--- config.mk ---
export PLATFORM = sky130hd
export DESIGN_NAME = mc_control_fsm_flat
export DESIGN_NICKNAME = d
export VERILOG_FILES = /design/src/rtl/mc_control_fsm_pkg.sv /design/src/rtl/mc_control_fsm_if.sv /design/src/rtl/mc_control_fsm_mem_wait_timer.sv /design/src/rtl/mc_control_fsm.sv /design/src/flat_wrapper.sv
export SDC_FILE = /design/constraint.sdc
export NUM_CORES = 1
export LEC_CHECK = 0
export ABC_AREA = 1
export CAP_MARGIN = 20
export CORE_MARGIN = 2
export CORE_UTILIZATION = 46
export DETAILED_ROUTE_END_ITERATION = 7
export GPL_TIMING_DRIVEN = 0
export PLACE_DENSITY = 0.92
export SYNTH_ARGS = -nofsm -noshare
export SYNTH_HDL_FRONTEND = slang
export SYNTH_SLANG_ARGS = --single-unit
--- constraint.sdc ---
create_clock -name clk -period 2.44 [get_ports clk]
set_clock_uncertainty 0.1 [all_clocks]
set_input_delay 0.244 -clock clk [delete_from_list [all_inputs] [get_ports clk]]
set_output_delay 0.244 -clock clk [all_outputs]
set_load 0.05 [all_outputs]
--- src/rtl/mc_control_fsm_pkg.sv ---
// Shared MIPS control definitions: opcodes, datapath select encodings and the
// 4-bit state encodings that appear on state_o (HEX display logic decodes these).
package mips_defs;

  localparam logic [5:0] OP_RTYPE = 6'b000000;
  localparam logic [5:0] OP_LW    = 6'b100011;
  localparam logic [5:0] OP_SW    = 6'b101011;
  localparam logic [5:0] OP_BEQ   = 6'b000100;
  localparam logic [5:0] OP_J     = 6'b000010;
  localparam logic [5:0] OP_ADDI  = 6'b001000;

  localparam logic [1:0] ALUOP_ADD   = 2'b00;
  localparam logic [1:0] ALUOP_SUB   = 2'b01;
  localparam logic [1:0] ALUOP_FUNCT = 2'b10;

  localparam logic [1:0] SRCB_B       = 2'b00;
  localparam logic [1:0] SRCB_FOUR    = 2'b01;
  localparam logic [1:0] SRCB_IMM     = 2'b10;
  localparam logic [1:0] SRCB_IMM_SL2 = 2'b11;

  localparam logic [1:0] PCSRC_ALU    = 2'b00;
  localparam logic [1:0] PCSRC_ALUOUT = 2'b01;
  localparam logic [1:0] PCSRC_JUMP   = 2'b10;

  localparam logic [1:0] FAULT_NONE    = 2'b00;
  localparam logic [1:0] FAULT_TIMEOUT = 2'b01;
  localparam logic [1:0] FAULT_ILLEGAL = 2'b10;

  typedef enum logic [3:0] {
    S_FETCH   = 4'd0,
    S_DECODE  = 4'd1,
    S_MEMADR  = 4'd2,
    S_MEMRD   = 4'd3,
    S_MEMWB   = 4'd4,
    S_MEMWR   = 4'd5,
    S_EXEC    = 4'd6,
    S_RTYPEWB = 4'd7,
    S_BRANCH  = 4'd8,
    S_JUMP    = 4'd9,
    S_ADDIEX  = 4'd10,
    S_ADDIWB  = 4'd11,
    S_FAULT   = 4'd15
  } state_t;

  // States that issue a memory request and therefore wait on mem_ready.
  function automatic logic is_mem_state(input state_t s);
    return (s == S_FETCH) || (s == S_MEMRD) || (s == S_MEMWR);
  endfunction

endpackage

--- src/rtl/mc_control_fsm_if.sv ---
// Opcode/memory-handshake inputs and datapath control outputs of the
// multi-cycle control unit; master = control FSM, slave = datapath.
interface mc_control_fsm_if;
  logic [5:0] opCode;
  logic       mem_ready;
  logic       PCWrite;
  logic       PCWriteCond;
  logic       IorD;
  logic       MemRead;
  logic       MemWrite;
  logic       MemtoReg;
  logic       IRWrite;
  logic       ALUSrcA;
  logic [1:0] ALUSrcB;
  logic [1:0] ALUOp;
  logic [1:0] PCSource;
  logic       RegWrite;
  logic       RegDst;
  logic [3:0] state_o;
  logic [1:0] fault;

  modport master (
    input  opCode, mem_ready,
    output PCWrite, PCWriteCond, IorD, MemRead, MemWrite, MemtoReg, IRWrite,
           ALUSrcA, ALUSrcB, ALUOp, PCSource, RegWrite, RegDst, state_o, fault
  );

  modport slave (
    output opCode, mem_ready,
    input  PCWrite, PCWriteCond, IorD, MemRead, MemWrite, MemtoReg, IRWrite,
           ALUSrcA, ALUSrcB, ALUOp, PCSource, RegWrite, RegDst, state_o, fault
  );
endinterface

--- src/rtl/mc_control_fsm_mem_wait_timer.sv ---
// Counts consecutive not-ready cycles in a memory state and flags a timeout
// when the count sits at WAIT_LIMIT with mem_ready still low (WAIT_LIMIT = 0 disables).
module mem_wait_timer #(
  parameter int WAIT_LIMIT = 15,
  parameter int CW         = 4
) (
  input  logic clk,
  input  logic reset,
  input  logic in_mem_state,
  input  logic mem_ready,
  output logic timeout
);

  localparam logic [CW-1:0] LIMIT = CW'(WAIT_LIMIT);

  logic [CW-1:0] cnt_q, cnt_d;

  // Leaving a memory state zeroes the count, so every entry starts from 0.
  always_comb begin
    cnt_d = cnt_q;
    if (!in_mem_state || mem_ready) begin
      cnt_d = '0;
    end else if (cnt_q != LIMIT) begin
      cnt_d = cnt_q + CW'(1);
    end
  end

  always_ff @(posedge clk or posedge reset) begin
    if (reset) begin
      cnt_q <= '0;
    end else begin
      cnt_q <= cnt_d;
    end
  end

  assign timeout = (WAIT_LIMIT != 0) && in_mem_state && !mem_ready && (cnt_q == LIMIT);

endmodule

--- src/rtl/mc_control_fsm.sv ---
// Multi-cycle MIPS control FSM with mem_ready handshake, wait timeout and sticky fault.
// Define MCU_ADDI_EN to decode ADDI through the ADDIEX/ADDIWB states.
module mc_control_fsm
  import mips_defs::*;
#(
  parameter int WAIT_LIMIT = 15,
  parameter int CW         = 4
) (
  input  logic               clk,
  input  logic               reset,
  mc_control_fsm_if.master   bus
);

  state_t     state_q, state_d;
  logic [1:0] fault_q, fault_d;
  logic       timeout;

  mem_wait_timer #(
    .WAIT_LIMIT (WAIT_LIMIT),
    .CW         (CW)
  ) u_timer (
    .clk          (clk),
    .reset        (reset),
    .in_mem_state (is_mem_state(state_q)),
    .mem_ready    (bus.mem_ready),
    .timeout      (timeout)
  );

  always_ff @(posedge clk or posedge reset) begin
    if (reset) begin
      state_q <= S_FETCH;
      fault_q <= FAULT_NONE;
    end else begin
      state_q <= state_d;
      fault_q <= fault_d;
    end
  end

  always_comb begin
    state_d          = state_q;
    fault_d          = fault_q;
    bus.PCWrite      = 1'b0;
    bus.PCWriteCond  = 1'b0;
    bus.IorD         = 1'b0;
    bus.MemRead      = 1'b0;
    bus.MemWrite     = 1'b0;
    bus.MemtoReg     = 1'b0;
    bus.IRWrite      = 1'b0;
    bus.ALUSrcA      = 1'b0;
    bus.ALUSrcB      = SRCB_B;
    bus.ALUOp        = ALUOP_ADD;
    bus.PCSource     = PCSRC_ALU;
    bus.RegWrite     = 1'b0;
    bus.RegDst       = 1'b0;

    case (state_q)
      S_FETCH: begin
        bus.MemRead = 1'b1;
        bus.ALUSrcB = SRCB_FOUR;
        // IR and PC load only in the cycle the instruction word arrives.
        bus.IRWrite = bus.mem_ready;
        bus.PCWrite = bus.mem_ready;
        if (bus.mem_ready) state_d = S_DECODE;
      end
      S_DECODE: begin
        bus.ALUSrcB = SRCB_IMM_SL2;
        case (bus.opCode)
          OP_LW, OP_SW: state_d = S_MEMADR;
          OP_RTYPE:     state_d = S_EXEC;
          OP_BEQ:       state_d = S_BRANCH;
          OP_J:         state_d = S_JUMP;
`ifdef MCU_ADDI_EN
          OP_ADDI:      state_d = S_ADDIEX;
`else
          OP_ADDI: begin
            state_d = S_FAULT;
            fault_d = FAULT_ILLEGAL;
          end
`endif
          default: begin
            state_d = S_FAULT;
            fault_d = FAULT_ILLEGAL;
          end
        endcase
      end
      S_MEMADR: begin
        bus.ALUSrcA = 1'b1;
        bus.ALUSrcB = SRCB_IMM;
        state_d     = (bus.opCode == OP_SW) ? S_MEMWR : S_MEMRD;
      end
      S_MEMRD: begin
        bus.IorD    = 1'b1;
        bus.MemRead = 1'b1;
        if (bus.mem_ready) state_d = S_MEMWB;
      end
      S_MEMWB: begin
        bus.MemtoReg = 1'b1;
        bus.RegWrite = 1'b1;
        state_d      = S_FETCH;
      end
      S_MEMWR: begin
        bus.IorD     = 1'b1;
        bus.MemWrite = 1'b1;
        if (bus.mem_ready) state_d = S_FETCH;
      end
      S_EXEC: begin
        bus.ALUSrcA = 1'b1;
        bus.ALUOp   = ALUOP_FUNCT;
        state_d     = S_RTYPEWB;
      end
      S_RTYPEWB: begin
        bus.RegDst   = 1'b1;
        bus.RegWrite = 1'b1;
        state_d      = S_FETCH;
      end
      S_BRANCH: begin
        bus.ALUSrcA     = 1'b1;
        bus.ALUOp       = ALUOP_SUB;
        bus.PCWriteCond = 1'b1;
        bus.PCSource    = PCSRC_ALUOUT;
        state_d         = S_FETCH;
      end
      S_JUMP: begin
        bus.PCWrite  = 1'b1;
        bus.PCSource = PCSRC_JUMP;
        state_d      = S_FETCH;
      end
`ifdef MCU_ADDI_EN
      S_ADDIEX: begin
        bus.ALUSrcA = 1'b1;
        bus.ALUSrcB = SRCB_IMM;
        state_d     = S_ADDIWB;
      end
      S_ADDIWB: begin
        bus.RegWrite = 1'b1;
        state_d      = S_FETCH;
      end
`else
`endif
      S_FAULT: state_d = S_FAULT;
      default: state_d = S_FAULT;
    endcase

    // Timeout only fires while a memory state is stalled, so it never
    // competes with a completed transfer.
    if (timeout) begin
      state_d = S_FAULT;
      fault_d = FAULT_TIMEOUT;
    end
  end

  assign bus.state_o = state_q;
  assign bus.fault   = fault_q;

endmodule

--- src/flat_wrapper.sv ---
// flat-port wrapper written by rule: the top's interface ports become plain ports
module mc_control_fsm_flat import mips_defs::*;
#(
  parameter int WAIT_LIMIT = 15,
  parameter int CW         = 4
)
  (clk, reset, bus_opCode, bus_mem_ready, bus_PCWrite, bus_PCWriteCond, bus_IorD, bus_MemRead, bus_MemWrite, bus_MemtoReg, bus_IRWrite, bus_ALUSrcA, bus_ALUSrcB, bus_ALUOp, bus_PCSource, bus_RegWrite, bus_RegDst, bus_state_o, bus_fault);
  mc_control_fsm_if bus_i ();
  input  logic clk;
  input  logic reset;
  input wire logic [$bits(bus_i.opCode)-1:0] bus_opCode;
  input wire logic [$bits(bus_i.mem_ready)-1:0] bus_mem_ready;
  output wire logic [$bits(bus_i.PCWrite)-1:0] bus_PCWrite;
  output wire logic [$bits(bus_i.PCWriteCond)-1:0] bus_PCWriteCond;
  output wire logic [$bits(bus_i.IorD)-1:0] bus_IorD;
  output wire logic [$bits(bus_i.MemRead)-1:0] bus_MemRead;
  output wire logic [$bits(bus_i.MemWrite)-1:0] bus_MemWrite;
  output wire logic [$bits(bus_i.MemtoReg)-1:0] bus_MemtoReg;
  output wire logic [$bits(bus_i.IRWrite)-1:0] bus_IRWrite;
  output wire logic [$bits(bus_i.ALUSrcA)-1:0] bus_ALUSrcA;
  output wire logic [$bits(bus_i.ALUSrcB)-1:0] bus_ALUSrcB;
  output wire logic [$bits(bus_i.ALUOp)-1:0] bus_ALUOp;
  output wire logic [$bits(bus_i.PCSource)-1:0] bus_PCSource;
  output wire logic [$bits(bus_i.RegWrite)-1:0] bus_RegWrite;
  output wire logic [$bits(bus_i.RegDst)-1:0] bus_RegDst;
  output wire logic [$bits(bus_i.state_o)-1:0] bus_state_o;
  output wire logic [$bits(bus_i.fault)-1:0] bus_fault;
  assign bus_i.opCode = bus_opCode;
  assign bus_i.mem_ready = bus_mem_ready;
  assign bus_PCWrite = bus_i.PCWrite;
  assign bus_PCWriteCond = bus_i.PCWriteCond;
  assign bus_IorD = bus_i.IorD;
  assign bus_MemRead = bus_i.MemRead;
  assign bus_MemWrite = bus_i.MemWrite;
  assign bus_MemtoReg = bus_i.MemtoReg;
  assign bus_IRWrite = bus_i.IRWrite;
  assign bus_ALUSrcA = bus_i.ALUSrcA;
  assign bus_ALUSrcB = bus_i.ALUSrcB;
  assign bus_ALUOp = bus_i.ALUOp;
  assign bus_PCSource = bus_i.PCSource;
  assign bus_RegWrite = bus_i.RegWrite;
  assign bus_RegDst = bus_i.RegDst;
  assign bus_state_o = bus_i.state_o;
  assign bus_fault = bus_i.fault;
  mc_control_fsm #(.WAIT_LIMIT(WAIT_LIMIT), .CW(CW)) u_core (.clk(clk), .reset(reset), .bus(bus_i));
endmodule
==> results of run 1 <==
cells in the mapped netlist (all sizes together):
| master | instances |
|---|---|
| o21ai | 5 |
| nand3 | 11 |
| a21oi | 3 |
| o211ai | 1 |
| nor2 | 27 |
| nor4 | 1 |
| nor3 | 2 |
| ha | 1 |
| inv | 27 |
| nand4 | 2 |
| clkinv | 1 |
| or2 | 2 |
| a211oi | 2 |
| buf | 2 |
| nand2 | 25 |
| dfrtp | 10 |
| nand3b | 1 |
stage by stage:
| stage | std cells | area [µm²] | utilization | total power [mW] | worst slack (ns) |
|---|---|---|---|---|---|
| after global routing | 182 | 1210 | 0.708 | 0.359 | 0.0157 |
| final | 182 | 1210 | 0.708 | 0.346 | 0.101 |
| after global placement | 178 | 1170 | 0.684 | 0.201 | 0.145 |
| after detailed placement | 178 | 1170 | 0.684 | 0.202 | 0.101 |
| after floorplan | 123 | 837 | - | 0.184 | -0.197 |
| after CTS | 182 | 1200 | 0.702 | 0.345 | 0.0312 |
cell families after synthesis:
kind of cell | after synthesis
simple gates | 71
buf+inv | 30
compound gates | 11
flops | 10
fa+ha+maj | 1
registers in the layout, indices dropped and copies added, names as in the netlist:
name and flops:
u_core.bus.state_o 4, u_core.u_timer.cnt_q 4, u_core.bus.fault 2
power groups by stage:
| stage | registers, mW | logic [mW] | clock network (mW) |
|---|---|---|---|
| after CTS | 0.167 | 0.0324 | 0.146 |
| after floorplan | 0.172 | 0.0114 | 0 |
| after detailed placement | 0.170 | 0.0323 | 0 |
| final | 0.167 | 0.0324 | 0.147 |
| after global placement | 0.170 | 0.0310 | 0 |
| after global routing | 0.167 | 0.0358 | 0.157 |
worst min-delay path by stage:
stage          slack, ns                       startpoint                                   to  cells after the start
4_1_cts             0.17                            reset      u_core.bus.fault[0]$_DFFE_PP0P_                      2
6_report            0.16                            reset  u_core.u_timer.cnt_q[1]$_DFFE_PP0N_                      2
3_5_place_dp        0.37  u_core.bus.fault[0]$_DFFE_PP0P_      u_core.bus.fault[0]$_DFFE_PP0P_                      2
2_1_floorplan      -0.02                            reset      u_core.bus.fault[0]$_DFFE_PP0P_                      1
3_3_place_gp        0.36  u_core.bus.fault[0]$_DFFE_PP0P_      u_core.bus.fault[0]$_DFFE_PP0P_                      2
5_1_grt             0.19                            reset    u_core.bus.state_o[1]$_DFFE_PP0P_                      2
critical path: cells and delay by family (launching register included):
kind	cells	cell delay [ns]
buf+inv	1	0.80
flops	1	0.49
simple gates	3	0.44
layout make-up:
cell class / instances / share of cell area
Multi-Input combinational cell: 83 / 0.386
Timing Repair Buffer: 30 / 0.252
Sequential cell: 10 / 0.207
Inverter: 28 / 0.0870
Clock buffer: 4 / 0.0300
Tap cell: 25 / 0.0259
Buffer: 2 / 0.0124
layer usage:
layer	track usage	vias to the layer above	wire [µm]
li1	-	449	-
met3	0.0275	6	140
met4	0.0629	0	30
met2	0.386	44	979
met5	0	-	0
met1	0.261	398	810
==> results.md, run 1 <==
* DR WL/cell at roughly 11 µm
* Core area at 1710 µm²
* Flops & latches, synth at 10
* Total grt overflow at 0
* Dominant cells by area after synthesis: dfrtp_1, inv_1, nor2_1
* CTS sink count at 10
* Most frequent cells in the layout: inv_1, nor2_1, clkdlybuf4s50_1
* CTS max path bufs at 2
* Post-Synth Simple-Gate Area at 0.456
* Multi-input logic area at 467 µm²
* Post-Synthesis Cells at between 100 and 150
* Reg2reg end: u_core.bus.state_o[0]$_DFFE_PP0P_
* Worst-path clk slew at ~0.070 ns
* Hold slack final at about 0.16 ns
* ANT cells at 0
* Switching pwr at between 0.07 and 0.08 mW
* Row cnt at 15
* Residual DRC at 0
* Antenna viol nets, final at 0
* YS warnings at 0
* Worst slew pin tran at ~0.5 ns
* Via Count at ~900
* Critical path endpoint category: output pin
* Pwr dens at 286 nW/µm²
* Vias in the first global route at 848
* Post-synth top area cell: dfrtp_1
* Synth top area share at 0.303
* Post-layout min period at 2.34 ns
* Post-synthesis compound-gate area fraction at 0.0803
* Reg2reg start: u_core.u_timer.cnt_q[0]$_DFFE_PP0N_
* Total Wirelength at 1960 µm
* Fill cell count at about 150
* Die ar. at 2150 µm²
* Syn avg cell area at 6.71 µm²
* Xor/xnor share of the synthesized area at 0
* Setup crit end: bus_MemRead
* Data required, critical path at 2.10 ns
* Final period util at 0.959
* Type of origin of the critical path: flip-flop
* Layout Nets at 168
* Largest family of logic cells by synthesized area: simple AND/OR/NAND/NOR gates
* Total GRT Usage at 0.214
* First-pass GRT wire length at 3370 µm
* Flop pwr share at 0.482
* Pins Over Slew Limit at 0
* Worst VDD drop at 0.287 mV
* Leakage power at 0.707 nW
* CP arrival at 2.00 ns
* Yosys cell types at 23
* Adder-Cell Fraction of Synth Area at 0.0152
* H-tree levels at 1
* Critical path startpoint: u_core.bus.state_o[2]$_DFFE_PP0P_
* Area growth, synth to finish at 46.4%
* Clock Root Buffer: clkbuf_4
* Largest net degree at the start of global routing at 11
* Comb pwr share at 0.094
* Chip height at between 40 and 50 µm
* Starting Density at 0.484
* Net Count, Synth at 133
* Vias/cell at 4.93
* CTS tree: built
* Reg2reg path depth at 8
* Setup TNS at 0 ns
* RSZ-0062 raised after global routing: no
* Post-Syn Area at between 800 and 900 µm²
* Critical Path Fanout Max at 7
* IO Pins at 31
* Antenna violations before repair at 0
* # port buffers at 30
* Pre-antenna DRT Iters at 4
* Finish-stage setup viols at 0
* Fin. Hold Viols at 0
* HP Class: primary input to asynchronous set/reset pin
* Internal at around 0.27 mW
* Setup Crit Path Kind: flip-flop to output pin
* R2r setup slk at 0.87 ns
* Crit-path max cell delay at ~0.8 ns
* Sw Ratio at 0.214
* Rel. slew slack at 0.662
* Die width at 46.4 µm
* Cts bufs inserted at 3
* DR iter-0 viols at 23
* Seq/Total Area, Yosys at 0.303
* Final Wtd Congestion at 0.840
* FMAX at 0.427 GHz
* Worst skew pair latency at 0.26 ns
* Post-CTS setup buffer count at 0
* CP max-delay cell: clkdlybuf4s50_1
* Post-DP HPWL at 1570 µm
* Max cap viols at 0
* Mux cell area share after synthesis at 0
* Clock network power share at 0.424
* Share of post-route cells with drive strength above 1 at 0.172
* Commonest non-fill, non-tap cell in the layout: inv_1
* CP Cell Sequence: nor2_4 -> nand2_2 -> nand2_1 -> clkdlybuf4s50_1
* Reg area at 250 µm²
* CTS Hold Bufs at 0
* Status: completed
* PostCTS Resize Cnt at 5
Power figures use the tool's default switching activity.
==> run 2, diff against run 1 <==
--- a/config.mk
+++ b/config.mk
@@ -12,6 +12,7 @@
 export DETAILED_ROUTE_END_ITERATION = 7
 export GPL_TIMING_DRIVEN = 0
 export PLACE_DENSITY = 0.92
+export SKIP_CTS_REPAIR_TIMING = 1
 export SYNTH_ARGS = -nofsm -noshare
 export SYNTH_HDL_FRONTEND = slang
 export SYNTH_SLANG_ARGS = --single-unit
==> run 2 against run 1 <==
Hold slack lost 0.00056 ns. Critical path type unchanged. Clock power is essentially flat. Core utilization grew 1.1 points.
==> results.md, run 2 (synthesis results as in run 1) <==
* Status: completed
* Core area at 1710 µm²
* Switching pwr at 0.0743 mW
* IO Pins at 31
* Final period util at 0.960
* First-pass GRT wire length at 3350 µm
* Setup Crit Path Kind: flip-flop to output pin
* Residual DRC at 0
* Area growth, synth to finish at 48.6%
* Critical path endpoint category: output pin
* # port buffers at 30
* Total grt overflow at 0
* RSZ-0062 raised after global routing: no
* Worst-path clk slew at 0.07 ns
* CTS tree: built
* DR iter-0 viols at 26
* Hold slack final at 0.155 ns
* CP arrival at 2.00 ns
* Rel. slew slack at 0.652
* Most frequent cells in the layout: inv_1, nor2_1, clkdlybuf4s50_1
* Pins Over Slew Limit at 0
* Worst skew pair latency at between 0.2 and 0.3 ns
* ANT cells at 0
* Setup TNS at 0 ns
* Pre-antenna DRT Iters at 4
* Type of origin of the critical path: flip-flop
* Die ar. at 2150 µm²
* Fin. Hold Viols at 0
* Share of post-route cells with drive strength above 1 at 0.172
* Antenna violations before repair at 0
* Data required, critical path at approximately 2.1 ns
* Post-DP HPWL at roughly 1600 µm
* DR WL/cell at 10.9 µm
* Total Wirelength at 1980 µm
* Worst slew pin tran at 0.521 ns
* Chip height at 46.4 µm
* Row cnt at 15
* Leakage power at 0.777 nW
* Util after Layout at 0.719
* H-tree levels at 1
* Max cap viols at 0
* Total GRT Usage at 0.212
* Sw Ratio at 0.214
* FMAX at 0.427 GHz
* Flop pwr share at 0.481
* Final Wtd Congestion at 0.840
* CTS sink count at 10
* Largest net degree at the start of global routing at 11
* Layout Nets at between 150 and 200
* Cts bufs inserted at 3
* Commonest non-fill, non-tap cell in the layout: inv_1
* Critical Path Fanout Max at 7
* Internal at 0.272 mW
* Starting Density at 0.484
* Pwr dens at 282 nW/µm²
* Antenna viol nets, final at 0
* HP Class: primary input to asynchronous set/reset pin
* Finish-stage setup viols at 0
* CTS max path bufs at 2
* Via Count at between 800 and 900
* Vias in the first global route at roughly 840
* Worst VDD drop at 0.287 mV
* Clock Root Buffer: clkbuf_4
* Clock network power share at 0.425
* Vias/cell at 4.90
* Die width at 46.4 µm
* Comb pwr share at 0.094
* Post-layout min period at around 2.3 ns
## run 2: cell types whose count changed in the layout (fill, tap and decap cells not counted)
| cell | previous run | this run |
|---|---|---|
| dlygate4sd2_1 | 5 | 0 |
| dlymetal6s2s_1 | 4 | 9 |
## run 2: per-stage QoR
| step | power [mW] | setup slack [ns] | std cells | cell area (µm²) |
|---|---|---|---|---|
| detailed placement | 0.202 | 0.101 | 178 | 1170 |
| global placement | 0.201 | 0.145 | 178 | 1170 |
| finish | 0.346 | 0.0973 | 182 | 1230 |
| floorplan | 0.184 | -0.197 | 123 | 837 |
| CTS | 0.345 | -0.118 | 182 | 1200 |
| global route | 0.359 | 0.0157 | 182 | 1230 |
## run 2: area by class of cell
type,instances,area (µm²)
Sequential cell,10,250
Tap cell,25,31.3
Clock buffer,4,36.3
Fill cell,144,480
Timing Repair Buffer,30,323
Multi-Input combinational cell,83,467
Inverter,28,105
Buffer,2,15.0
## run 2: routing by layer
metal | part of all wire | up-vias | global-route usage
li1 | - | 448 | -
met1 | 0.42 | 396 | 0.261
met2 | 0.50 | 42 | 0.381
met3 | 0.071 | 6 | 0.0275
met4 | 0.015 | 0 | 0.0629
met5 | 0 | - | 0
## run 2: final timing paths
path,start,end,slack [ns],depth (start not counted)
max,u_core.bus.state_o[2]$_DFFE_PP0P_,bus_MemRead,0.1,4
min,reset,u_core.u_timer.cnt_q[1]$_DFFE_PP0N_,0.16,2
max reg2reg,u_core.u_timer.cnt_q[0]$_DFFE_PP0N_,u_core.bus.state_o[0]$_DFFE_PP0P_,0.88,8
min reg2reg,u_core.bus.fault[0]$_DFFE_PP0P_,u_core.bus.fault[0]$_DFFE_PP0P_,0.39,2
max in group asynchronous,reset,u_core.bus.state_o[0]$_DFFE_PP0P_,1.81,2
min in group clk,u_core.bus.fault[0]$_DFFE_PP0P_,u_core.bus.fault[0]$_DFFE_PP0P_,0.39,2
## run 2: worst max-delay path: stages (launching register included)
cell and delay (ns):
dfrtp_1 0.49, nor2_4 0.21, nand2_2 0.14, nand2_1 0.10
clkdlybuf4s50_1 0.80
## run 2: power groups by stage
stage | Clock (mW) | Combinational (mW) | Sequential (mW)
after floorplan | 0 | 0.0114 | 0.172
after global placement | 0 | 0.0310 | 0.170
after detailed placement | 0 | 0.0323 | 0.170
after CTS | 0.146 | 0.0324 | 0.167
after global routing | 0.157 | 0.0358 | 0.167
final | 0.147 | 0.0325 | 0.167
==> run 3, diff against run 2 <==
--- a/config.mk
+++ b/config.mk
@@ -7,7 +7,7 @@
 export LEC_CHECK = 0
 export ABC_AREA = 1
 export CAP_MARGIN = 20
-export CORE_MARGIN = 2
+export CORE_MARGIN = 10
 export CORE_UTILIZATION = 46
 export DETAILED_ROUTE_END_ITERATION = 7
 export GPL_TIMING_DRIVEN = 0
@@ -16,3 +16,4 @@
 export SYNTH_ARGS = -nofsm -noshare
 export SYNTH_HDL_FRONTEND = slang
 export SYNTH_SLANG_ARGS = --single-unit
+export TNS_END_PERCENT = 20
==> run 3 against run 2 <==
Worst setup slack got worse by 0.0047 ns. Die area increased by 81%. Final area decreased by 1.1%. Sequential share of layout area increased by 0.23 points. Hold slack got worse by 0.0054 ns. Core utilization decreased by 0.81 points. Register-to-register slack improved by 0.02 ns. Cell count decreased by 0.55%. Highest routed layer unchanged. Largest power group unchanged. Power decreased by 11%. Largest cell class unchanged. Combinational power about the same. Clock power decreased by 27%.
==> results.md, run 3 (synthesis results as in run 1) <==
* Clock Root Buffer: clkbuf_4
* Max cap viols at 0
* Area growth, synth to finish at 47.0%
* Util after Layout at 0.711
* ANT cells at 0
* HP Class: primary input to asynchronous set/reset pin
* Reg area at about 250 µm²
* DR iter-0 viols at 21
* DR WL/cell at 11.9 µm
* Total GRT Usage at 0.109
* Data required, critical path at 2.10 ns
* Post-layout min period at 2.35 ns
* Buffers & Inverters on Critical Path at 2
* Pins Over Slew Limit at 0
* Crit-path max cell delay at 0.81 ns
* Row cnt at 15
* Total Wirelength at 2150 µm
* Multi-input logic area at 467 µm²
* Pwr dens at 253 nW/µm²
* Share of post-route cells with drive strength above 1 at 0.173
* Largest net degree at the start of global routing at 11
* CP dominant cell by count: nor2_1
* CTS max path bufs at 2
* Chip height at ~62 µm
* RSZ-0062 raised after global routing: no
* Fill cell count at 138
* Die ar. at 3890 µm²
* Rel. slew slack at 0.648
* Hold slack final at between 0.15 and 0.2 ns
* H-tree levels at 1
* Critical path endpoint category: output pin
* Antenna violations before repair at 0
* Post-DP HPWL at approximately 1800 µm
* Final Power at 0.307 mW
* Status: completed
* FMAX at 0.426 GHz
* Setup Crit Path Kind: flip-flop to output pin
* Worst VDD drop at between 0.3 and 0.4 mV
* Layout Nets at 168
* IO Pins at 31
* Leakage power at 0.790 nW
* CP arrival at 2.00 ns
* Critical Path Fanout Max at 7
* Antenna viol nets, final at 0
* CTS sink count at 10
* Cts bufs inserted at 3
* Worst-path clk slew at 0.06 ns
* Type of origin of the critical path: flip-flop
* Vias in the first global route at between 800 and 900
* Die width at 62.4 µm
* Final period util at 0.962
* Final Wtd Congestion at roughly 0.85
* CP max-delay cell: clkdlybuf4s50_1
* CP Cell Sequence: nor2_1 -> inv_1 -> nor2_1 -> clkdlybuf4s50_1
* # port buffers at 30
* CTS tree: built
* Fin. Hold Viols at 0
* First-pass GRT wire length at 3740 µm
* Core area at 1710 µm²
* Via Count at 868
* Most frequent cells in the layout: inv_1, nor2_1, nand2_1, clkdlybuf4s50_1
* Setup TNS at 0 ns
* Worst skew pair latency at 0.26 ns
* Residual DRC at 0
* Starting Density at 0.484
* Commonest non-fill, non-tap cell in the layout: inv_1
* Worst slew pin tran at 0.527 ns
* Total grt overflow at 0
* Pre-antenna DRT Iters at 4
* Vias/cell at roughly 4.8
* Finish-stage setup viols at 0
* CP top delay family: buffers and inverters
==> run 3: changes by cell type in the layout (fill, tap and decap cells not counted) <==
cell / before / now
clkdlybuf4s50_1: 21 / 19
dlymetal6s2s_1: 9 / 10
clkbuf_8: 1 / 0
buf_4: 2 / 3
==> run 3: cell type report <==
| class | instances | area share |
|---|---|---|
| Buffer | 2 | 0.0124 |
| Sequential cell | 10 | 0.206 |
| Multi-Input combinational cell | 83 | 0.385 |
| Timing Repair Buffer | 30 | 0.266 |
| Inverter | 28 | 0.0866 |
| Tap cell | 25 | 0.0258 |
| Clock buffer | 3 | 0.0186 |
==> run 3: worst paths after layout <==
| check | slack, ns | to | depth (start not counted) | from |
|---|---|---|---|---|
| max in group asynchronous | 1.82 | u_core.bus.state_o[3]$_DFFE_PP0P_ | 2 | reset |
| min | 0.15 | u_core.u_timer.cnt_q[1]$_DFFE_PP0N_ | 2 | reset |
| max reg2reg | 0.90 | u_core.bus.state_o[2]$_DFFE_PP0P_ | 6 | u_core.bus.state_o[1]$_DFFE_PP0P_ |
| max | 0.09 | bus_MemtoReg | 4 | u_core.bus.state_o[1]$_DFFE_PP0P_ |
| min in group clk | 0.39 | u_core.bus.fault[0]$_DFFE_PP0P_ | 2 | u_core.bus.fault[0]$_DFFE_PP0P_ |
| min reg2reg | 0.39 | u_core.bus.fault[0]$_DFFE_PP0P_ | 2 | u_core.bus.fault[0]$_DFFE_PP0P_ |
==> run 3: power by group <==
part / internal [mW] / switching (mW) / leakage, nW
clock network: 0.0567 / 0.0509 / 0.0138
logic: 0.0152 / 0.0173 / 0.662
registers: 0.167 / 0.000382 / 0.114
total: 0.238 / 0.0686 / 0.790
==> run 3: through the flow <==
stage | instance area (µm²) | std cells | setup slack, ns
after global placement | 1170 | 178 | 0.144
after CTS | 1190 | 181 | -0.158
final | 1210 | 181 | 0.0926
after global routing | 1210 | 181 | 0.0217
after detailed placement | 1170 | 178 | 0.124
after floorplan | 837 | 123 | -0.197
==> run 3: metal layers <==
metal  vias up  wire length [µm]  GRT usage
li1        442                 -          -
met1       395               956      0.120
met2        28              1040      0.194
met3         3               134     0.0394
met4         0                17     0.0251
met5         -                 0          0
